## src/rtl/hsiao_pkg.sv

```systemverilog
// Shared constants, FSM encoding and helper functions for the Hsiao SEC-DED (13,8) code.
// Codeword layout is {check[4:0], data[7:0]}.
package hsiao_pkg;

  localparam int unsigned DATA_W    = 8;
  localparam int unsigned CHECK_W   = 5;
  localparam int unsigned CW_W      = DATA_W + CHECK_W;

  localparam int unsigned DATA_LSB  = 0;
  localparam int unsigned DATA_MSB  = DATA_W - 1;
  localparam int unsigned CHECK_LSB = DATA_W;
  localparam int unsigned CHECK_MSB = CW_W - 1;

  // H_COL[i] is the parity-check column of data bit d<i>.
  localparam logic [DATA_W-1:0][CHECK_W-1:0] H_COL = {
    5'b11001, 5'b10110, 5'b10101, 5'b10011,
    5'b01110, 5'b01101, 5'b01011, 5'b00111
  };

  typedef enum logic [2:0] {
    StIdle,
    StReq,
    StRd,
    StChk,
    StWb,
    StNext
  } scrub_state_e;

  function automatic logic [CHECK_W-1:0] hsiao_encode(input logic [DATA_W-1:0] data);
    logic [CHECK_W-1:0] chk;
    chk = '0;
    for (int i = 0; i < DATA_W; i++) begin
      if (data[i]) chk = chk ^ H_COL[i];
    end
    return chk;
  endfunction

  function automatic logic [CHECK_W-1:0] hsiao_syndrome(input logic [CW_W-1:0] cw);
    return hsiao_encode(cw[DATA_MSB:DATA_LSB]) ^ cw[CHECK_MSB:CHECK_LSB];
  endfunction

endpackage

```

## src/rtl/hsiao_sec_ded_decoder.sv

```systemverilog
// Combinational Hsiao SEC-DED decoder: classifies a codeword and produces the corrected word.
// The corrected codeword always carries freshly regenerated check bits.
module hsiao_sec_ded_decoder
  import hsiao_pkg::*;
(
  input  logic [CW_W-1:0] cw_i,
  output logic [CW_W-1:0] cw_o,
  output logic            correctable_o,
  output logic            uncorrectable_o
);

  logic [CHECK_W-1:0] syn;
  logic [DATA_W-1:0]  flip;
  logic [DATA_W-1:0]  data_fix;
  logic               syn_nz;
  logic               syn_w1;

  always_comb begin
    syn    = hsiao_syndrome(cw_i);
    syn_nz = |syn;
    syn_w1 = ($countones(syn) == 1);
    flip   = '0;
    for (int i = 0; i < DATA_W; i++) begin
      flip[i] = (syn == H_COL[i]);
    end
    data_fix        = cw_i[DATA_MSB:DATA_LSB] ^ flip;
    cw_o            = {hsiao_encode(data_fix), data_fix};
    // A weight-1 syndrome is a check-bit error; any other unmatched syndrome is a double.
    correctable_o   = syn_nz && ((|flip) || syn_w1);
    uncorrectable_o = syn_nz && !((|flip) || syn_w1);
  end

endmodule

```

## src/rtl/hsiao_memory_scrubber.sv

```systemverilog
// Background scrubber: walks every address over an arbitrated port, decodes each word and
// rewrites single-bit errors with the corrected codeword; counts corrected and uncorrectable words.
module hsiao_memory_scrubber
  import hsiao_pkg::*;
#(
  parameter int unsigned ADDR_W = 4,
  parameter int unsigned CNT_W  = 8
) (
  input  logic              clk,
  input  logic              rst_n,
  input  logic              start,
  input  logic              abort,
  output logic              mem_req,
  input  logic              mem_gnt,
  output logic [ADDR_W-1:0] mem_addr,
  output logic              mem_rd_en,
  input  logic [CW_W-1:0]   mem_rd_cw,
  output logic              mem_wr_en,
  output logic [CW_W-1:0]   mem_wr_cw,
  output logic              busy,
  output logic              done,
  output logic [CNT_W-1:0]  corr_cnt,
  output logic [CNT_W-1:0]  uncorr_cnt,
  output logic [ADDR_W-1:0] last_err_addr
);

  scrub_state_e      state_q, state_d;
  logic [ADDR_W-1:0] ptr_q, ptr_d;
  logic              req_q, req_d;
  logic              rd_en_q, rd_en_d;
  logic              wr_en_q, wr_en_d;
  logic [CW_W-1:0]   wr_cw_q, wr_cw_d;
  logic              busy_q, busy_d;
  logic              done_q, done_d;
  logic [CNT_W-1:0]  corr_q, corr_d;
  logic [CNT_W-1:0]  uncorr_q, uncorr_d;
  logic [ADDR_W-1:0] last_q, last_d;

  logic [CW_W-1:0]   dec_cw;
  logic              dec_corr;
  logic              dec_uncorr;

  hsiao_sec_ded_decoder u_decoder (
    .cw_i            (mem_rd_cw),
    .cw_o            (dec_cw),
    .correctable_o   (dec_corr),
    .uncorrectable_o (dec_uncorr)
  );

  always_comb begin
    state_d  = state_q;
    ptr_d    = ptr_q;
    wr_cw_d  = wr_cw_q;
    busy_d   = busy_q;
    done_d   = 1'b0;
    corr_d   = corr_q;
    uncorr_d = uncorr_q;
    last_d   = last_q;

    unique case (state_q)
      StIdle: begin
        if (start) begin
          state_d = StReq;
          busy_d  = 1'b1;
        end
      end
      StReq: begin
        if (mem_gnt) state_d = StRd;
      end
      StRd: begin
        state_d = mem_gnt ? StChk : StReq;
      end
      StChk: begin
        if (!mem_gnt) begin
          state_d = StReq;
        end else if (dec_corr) begin
          state_d = StWb;
          wr_cw_d = dec_cw;
        end else begin
          state_d = StNext;
          if (dec_uncorr) begin
            uncorr_d = (uncorr_q == '1) ? uncorr_q : uncorr_q + 1'b1;
            last_d   = ptr_q;
          end
        end
      end
      StWb: begin
        // The correction is only counted once the write-back actually lands.
        if (!mem_gnt) begin
          state_d = StReq;
        end else begin
          state_d = StNext;
          corr_d  = (corr_q == '1) ? corr_q : corr_q + 1'b1;
          last_d  = ptr_q;
        end
      end
      StNext: begin
        if ((ptr_q == '1) || abort) begin
          state_d = StIdle;
          done_d  = 1'b1;
          busy_d  = 1'b0;
          ptr_d   = '0;
        end else begin
          state_d = StReq;
          ptr_d   = ptr_q + 1'b1;
        end
      end
      default: state_d = StIdle;
    endcase

    req_d   = (state_d == StReq) || (state_d == StRd) || (state_d == StChk) || (state_d == StWb);
    rd_en_d = (state_d == StRd);
    wr_en_d = (state_d == StWb);
  end

  always_ff @(posedge clk or negedge rst_n) begin
    if (!rst_n) begin
      state_q  <= StIdle;
      ptr_q    <= '0;
      req_q    <= 1'b0;
      rd_en_q  <= 1'b0;
      wr_en_q  <= 1'b0;
      wr_cw_q  <= '0;
      busy_q   <= 1'b0;
      done_q   <= 1'b0;
      corr_q   <= '0;
      uncorr_q <= '0;
      last_q   <= '0;
    end else begin
      state_q  <= state_d;
      ptr_q    <= ptr_d;
      req_q    <= req_d;
      rd_en_q  <= rd_en_d;
      wr_en_q  <= wr_en_d;
      wr_cw_q  <= wr_cw_d;
      busy_q   <= busy_d;
      done_q   <= done_d;
      corr_q   <= corr_d;
      uncorr_q <= uncorr_d;
      last_q   <= last_d;
    end
  end

  // Strobes are qualified by the live grant so a pre-empted cycle never touches the array.
  assign mem_req       = req_q;
  assign mem_addr      = ptr_q;
  assign mem_rd_en     = rd_en_q & mem_gnt;
  assign mem_wr_en     = wr_en_q & mem_gnt;
  assign mem_wr_cw     = wr_cw_q;
  assign busy          = busy_q;
  assign done          = done_q;
  assign corr_cnt      = corr_q;
  assign uncorr_cnt    = uncorr_q;
  assign last_err_addr = last_q;

endmodule
```

## config.mk

```make
export PLATFORM = sky130hd
export DESIGN_NAME = hsiao_memory_scrubber
export DESIGN_NICKNAME = d
export VERILOG_FILES = /design/src/rtl/hsiao_pkg.sv /design/src/rtl/hsiao_sec_ded_decoder.sv /design/src/rtl/hsiao_memory_scrubber.sv
export SDC_FILE = /design/constraint.sdc
export NUM_CORES = 1
export LEC_CHECK = 0
export CORE_MARGIN = 2
export CORE_UTILIZATION = 47
export CTS_BUF_LIST = sky130_fd_sc_hd__clkbuf_16
export DETAILED_ROUTE_END_ITERATION = 8
export HOLD_SLACK_MARGIN = 0.06
export PLACE_DENSITY = 0.78
export SLEW_MARGIN = 20
export SYNTH_ARGS = -nofsm -noshare
export SYNTH_HDL_FRONTEND = slang
export SYNTH_SLANG_ARGS = --single-unit
```

## constraint.sdc

```tcl
create_clock -name clk -period 1.8 [get_ports clk]
set_input_delay 0.27 -clock clk [delete_from_list [all_inputs] [get_ports clk]]
set_output_delay 0.27 -clock clk [all_outputs]
set_load 0.02 [all_outputs]
```

==> results <==
- The run finished, with violations left.
- The checks that failed: negative setup slack.
- The minimum clock period after layout is roughly 3.3 ns.
- The total power after layout is about 6.2 mW.
- In the post-synthesis netlist, the biggest area contributors are sky130_fd_sc_hd__dfrtp_1 (38%), sky130_fd_sc_hd__xnor2_1 (8.8%), sky130_fd_sc_hd__xnor3_1 (7.6%), sky130_fd_sc_hd__nand2_1 (3.5%), sky130_fd_sc_hd__mux2_2 (3.0%).
- The worst-case headroom to the max-slew limit is about three fifths.
- The portion of synthesized area spent on multiplexers is roughly 4%.
- The total of warnings raised by yosys is 0.
- Dividing the synthesized area by the synthesized cell count gives approximately 11 µm².
- After Yosys synthesis, full adders, half adders and majority gates account for 3.45% of the synthesized area.
- The final worst slack is -1.49 ns.
- The overall die area is around 0.007 mm².
- The maximum fanout along the worst path is 4.
- The period utilization is 183%.
- The most frequently used flop master after synthesis is sky130_fd_sc_hd__dfrtp_1.
- The standard-cell row count is 28.
- The type of the worst min-delay path is input port to register.
- The overall routing resource usage is a little under a quarter.
- The number of nets in the final layout is 436.
- The number of nets produced by synthesis is 300.
- Setup repair after global routing could not meet its margin everywhere.
- The power per cell area is ~1300 mW/mm².
- Global routing used 5.24% of the available met3 tracks.
- The startpoint class of the critical path is an input port.
- In the global route stage, met2 resource usage came out at slightly above 40%.
- TritonCTS built the clock tree.
- The share of the yosys chip area belonging to registers is approximately 38%.
- Detailed placement finished with a half-perimeter wire length of between 5000 and 6000 µm.
- The first detailed-routing pass ran for 5 iterations.
- In the routed design, unresolved DRC markers number 0.
- The routed layout has around 2,600 vias.
- Once detail routing completed, the nets flagged for antenna violations numbered 0.
- The global-route wire length before repair is between 10,000 and 15,000 µm.
- The starting utilization of the core area is 49.3%.
- The number of different library cells in the post-synthesis netlist is 53.
- The slew at the pin closest to its max-slew limit is just over 0.6 ns.
- The initial detailed-routing violation count is approximately 150.
- The kind of critical path is input port to register.
- The synthesized netlist devotes around a quarter of its cell area to XOR and XNOR gates.
- The share of cells above drive strength 1 is between 30% and 40%.
- Counting flops with a built-in enable in the synthesized netlist gives 0.
- At the worst endpoint, the required time is 1.95 ns.
- The multi-input combinational cells in the finished layout cover a total of about 0.002 mm².
- The worst setup path is captured at a register.
- The most common cell after layout, fill and taps aside is sky130_fd_sc_hd__buf_4.
- The average wire length per cell after detail routing is approximately 18 µm.
- The antenna diode count is 0.
- Summing every instance area after synthesis gives a little under 0.003 mm².
- Counting the fill cells in the layout gives about 380.
- The placer congestion estimate is approximately 0.92.
- Measured along the y axis, the die boundary spans 83.5 µm.
- At the later pin of the worst-skew pair, clock insertion delay measures 0.28 ns.
- In the layout the commonest cells are sky130_fd_sc_hd__buf_4 (73), sky130_fd_sc_hd__dfrtp_1 (45), sky130_fd_sc_hd__clkdlybuf4s50_1 (42).
- The post-synthesis instance total is roughly 280.
- The clock buffer count from CTS is 5.
- The number of max-cap violations is 0.
- The cell accounting for the most synthesized area is sky130_fd_sc_hd__dfrtp_1.
- The clock transition time at the flip-flop clock pins of the worst setup and hold paths is about 0.060 ns.
- The number of vias per cell is 5.38.
- The fmax is between 0.3 and 0.4 GHz.
- Registers take about 0.0011 mm².
- The die boundary width is ~83 µm.
- The number of global-route vias before repair is about 2,600.
- The count of pins on the block boundary is 60.
- Setup violations remaining at the end of the flow were counted as 28.
- Across the VDD grid, the largest voltage drop is around 1000 µV.
- Entering global routing, the biggest net connects 28 pins.
- The final-report hold violation count was 0.
- The area growth from synthesis to final layout is 57.4%.
- The met1 track demand over resource is between 20 and 30%.
- After detailed routing, the total wire length is 8760 µm.
- For this run, asynchronously set or reset flops after synthesis account for 100%.
- The clock passes through at most 2 buffers.
- The total overflow left after global routing is 0.
- The share of the synthesized area in compound gates (AO/OA/AOI/OAI) is 9.01%.
- The total placed cells including tap cells is roughly 460.
- The clock root buffer is sky130_fd_sc_hd__clkbuf_16.
- Across the routed clock network, the largest skew measured is approximately 0.005 ns.
- After detailed placement, the total cell area comes to 0.00413 mm².
- After synthesis, the largest area contributor takes up between 30 and 40% of total cell area.
- The layer with the highest usage is met2.
- The finished cells cover approximately 0.0047 mm².
- STA puts the critical path data arrival time at 3.44 ns.
- The simple logic cell fraction of the synthesized area is between 10% and 20%.
- Excluding fillers, the count of instances in the completed layout stands at between 400 and 500.
- For this design the static power due to leakage is 2.25 nW.
- In this run the standard cell core region covers 0.00603 mm².
- The main combinational cell family by area after synthesis is XOR/XNOR gates.
- The number of antenna violations at the first check in global routing is 0.
- During placement, the flow inserted port buffers numbering between 50 and 60.
- The max-slew violation total from the final report came to 0.
- The post-synthesis register bit count is 45.
- The deepest level of the CTS H-tree is 2.
- The clock net sink count is 45.
## synth_stat cells (2+ instances only)
| master | number |
|---|---|
| sky130_fd_sc_hd__o21a_1 | 2 |
| sky130_fd_sc_hd__ha_1 | 5 |
| sky130_fd_sc_hd__clkbuf_1 | 5 |
| sky130_fd_sc_hd__nand2b_1 | 4 |
| sky130_fd_sc_hd__nor3_1 | 2 |
| sky130_fd_sc_hd__a21o_1 | 2 |
| sky130_fd_sc_hd__and2_1 | 6 |
| sky130_fd_sc_hd__nor2_1 | 19 |
| sky130_fd_sc_hd__a21oi_1 | 5 |
| sky130_fd_sc_hd__mux2i_1 | 2 |
| sky130_fd_sc_hd__nand3_1 | 9 |
| sky130_fd_sc_hd__xor2_2 | 2 |
| sky130_fd_sc_hd__xor2_1 | 8 |
| sky130_fd_sc_hd__buf_2 | 4 |
| sky130_fd_sc_hd__xor3_1 | 3 |
| sky130_fd_sc_hd__nand4_1 | 10 |
| sky130_fd_sc_hd__mux2_2 | 8 |
| sky130_fd_sc_hd__inv_2 | 3 |
| sky130_fd_sc_hd__inv_1 | 3 |
| sky130_fd_sc_hd__o21ai_0 | 17 |
| sky130_fd_sc_hd__o41ai_1 | 2 |
| sky130_fd_sc_hd__nor3b_1 | 2 |
| sky130_fd_sc_hd__and3_1 | 5 |
| sky130_fd_sc_hd__fa_1 | 2 |
| sky130_fd_sc_hd__xnor2_2 | 5 |
| sky130_fd_sc_hd__dfrtp_1 | 45 |
| sky130_fd_sc_hd__xnor2_1 | 30 |
| sky130_fd_sc_hd__xnor3_1 | 10 |
| sky130_fd_sc_hd__or3_1 | 2 |
| sky130_fd_sc_hd__nand2_1 | 28 |
| sky130_fd_sc_hd__buf_4 | 2 |
| sky130_fd_sc_hd__a31oi_1 | 2 |
## layout make-up
| class | instances | area share (%) |
|---|---|---|
| multi-input cells | 212 | 42.5 |
| repair buffers | 141 | 27.5 |
| flip-flops and latches | 45 | 24.1 |
| clock buffers | 5 | 2.68 |
| well taps | 75 | 2.01 |
| clock inverters | 3 | 0.803 |
| inverters | 6 | 0.482 |
## stage by stage
step / setup TNS [ns] / utilization, % / setup WS [ns] / hold WS, ns
after floorplan: -44.48 / - / -1.70 / -0.0256
after global routing: -40.67 / 77.6 / -1.59 / 0.445
after detailed placement: -60.72 / 68.5 / -2.20 / 0.249
final: -37.96 / 77.6 / -1.49 / 0.425
after global placement: -57.44 / 68.5 / -2.08 / 0.243
after CTS: -38.33 / 73.6 / -1.53 / 0.443
## sequential cells by signal (all words and copies together), names as in the netlist
register / cells
done: 1
state_q: 3
mem_req: 1
mem_wr_cw: 13
mem_addr: 4
uncorr_cnt: 8
busy: 1
last_err_addr: 4
wr_en_q: 1
rd_en_q: 1
corr_cnt: 8
## worst paths after layout
kind / endpoint / start / cells past startpoint / slack (ns)
max in group asynchronous: mem_wr_cw[5] / rst_n / 3 / 0.82
min in group asynchronous: mem_addr[0] / rst_n / 2 / 0.47
hold / removal: mem_wr_cw[0] / mem_rd_cw[0] / 4 / 0.43
setup / recovery: mem_req / mem_rd_cw[2] / 15 / -1.49
setup reg to reg: mem_wr_cw[8] / state_q[2] / 8 / -0.22
hold reg to reg: mem_wr_cw[7] / mem_wr_cw[7] / 2 / 0.50
## what timing repair did
item | 4_1_cts | 5_1_grt
hold buffers | 1 | 0
endpoints found under the setup margin | 30 | 32
pin swaps | 26 | 46
cloned | 1 | 2
endpoints found under the hold margin | 18 | 0
gates resized for setup | 42 | 73
buffers inserted | 11 | 4
## per-layer routing
| metal | up-vias | share of wire, % |
|---|---|---|
| met4 | 0 | 1.5 |
| met3 | 13 | 4.7 |
| met1 | 1290 | 41 |
| met2 | 92 | 53 |
| met5 | - | 0 |
| li1 | 1225 | - |
## worst max-delay path: stages
cell and delay, ns:
sky130_fd_sc_hd__buf_4 0.13, sky130_fd_sc_hd__buf_4 0.14, sky130_fd_sc_hd__xor3_2 0.41, sky130_fd_sc_hd__xnor2_2 0.17, sky130_fd_sc_hd__nor2_1 0.13, sky130_fd_sc_hd__nor2_2 0.07, sky130_fd_sc_hd__fa_2 0.37, sky130_fd_sc_hd__fa_1 0.52
sky130_fd_sc_hd__nor2_1 0.05, sky130_fd_sc_hd__nand2_1 0.09, sky130_fd_sc_hd__o31ai_4 0.10, sky130_fd_sc_hd__o41ai_4 0.38, sky130_fd_sc_hd__buf_4 0.19, sky130_fd_sc_hd__inv_2 0.04, sky130_fd_sc_hd__or4_1 0.38
## logic make-up (layout without fill, tap and decap cells)
| kind of cell | Yosys count | after routing |
|---|---|---|
| buffers and inverters | 18 | 155 |
| muxes | 11 | 11 |
| adders and majority gates | 7 | 7 |
| DFF | 45 | 45 |
| and+or+nand+nor | 96 | 96 |
| AOI/OAI and AO/OA | 39 | 39 |
| xor gates and xnor gates | 59 | 59 |
## where the power goes
| group | switching (mW) | internal, mW |
|---|---|---|
| Combinational | 1.76 | 1.87 |
| Sequential | 0.260 | 1.31 |
| Clock | 0.378 | 0.645 |
| Total | 2.39 | 3.83 |
No activity file was read; power rests on OpenSTA's default activity.
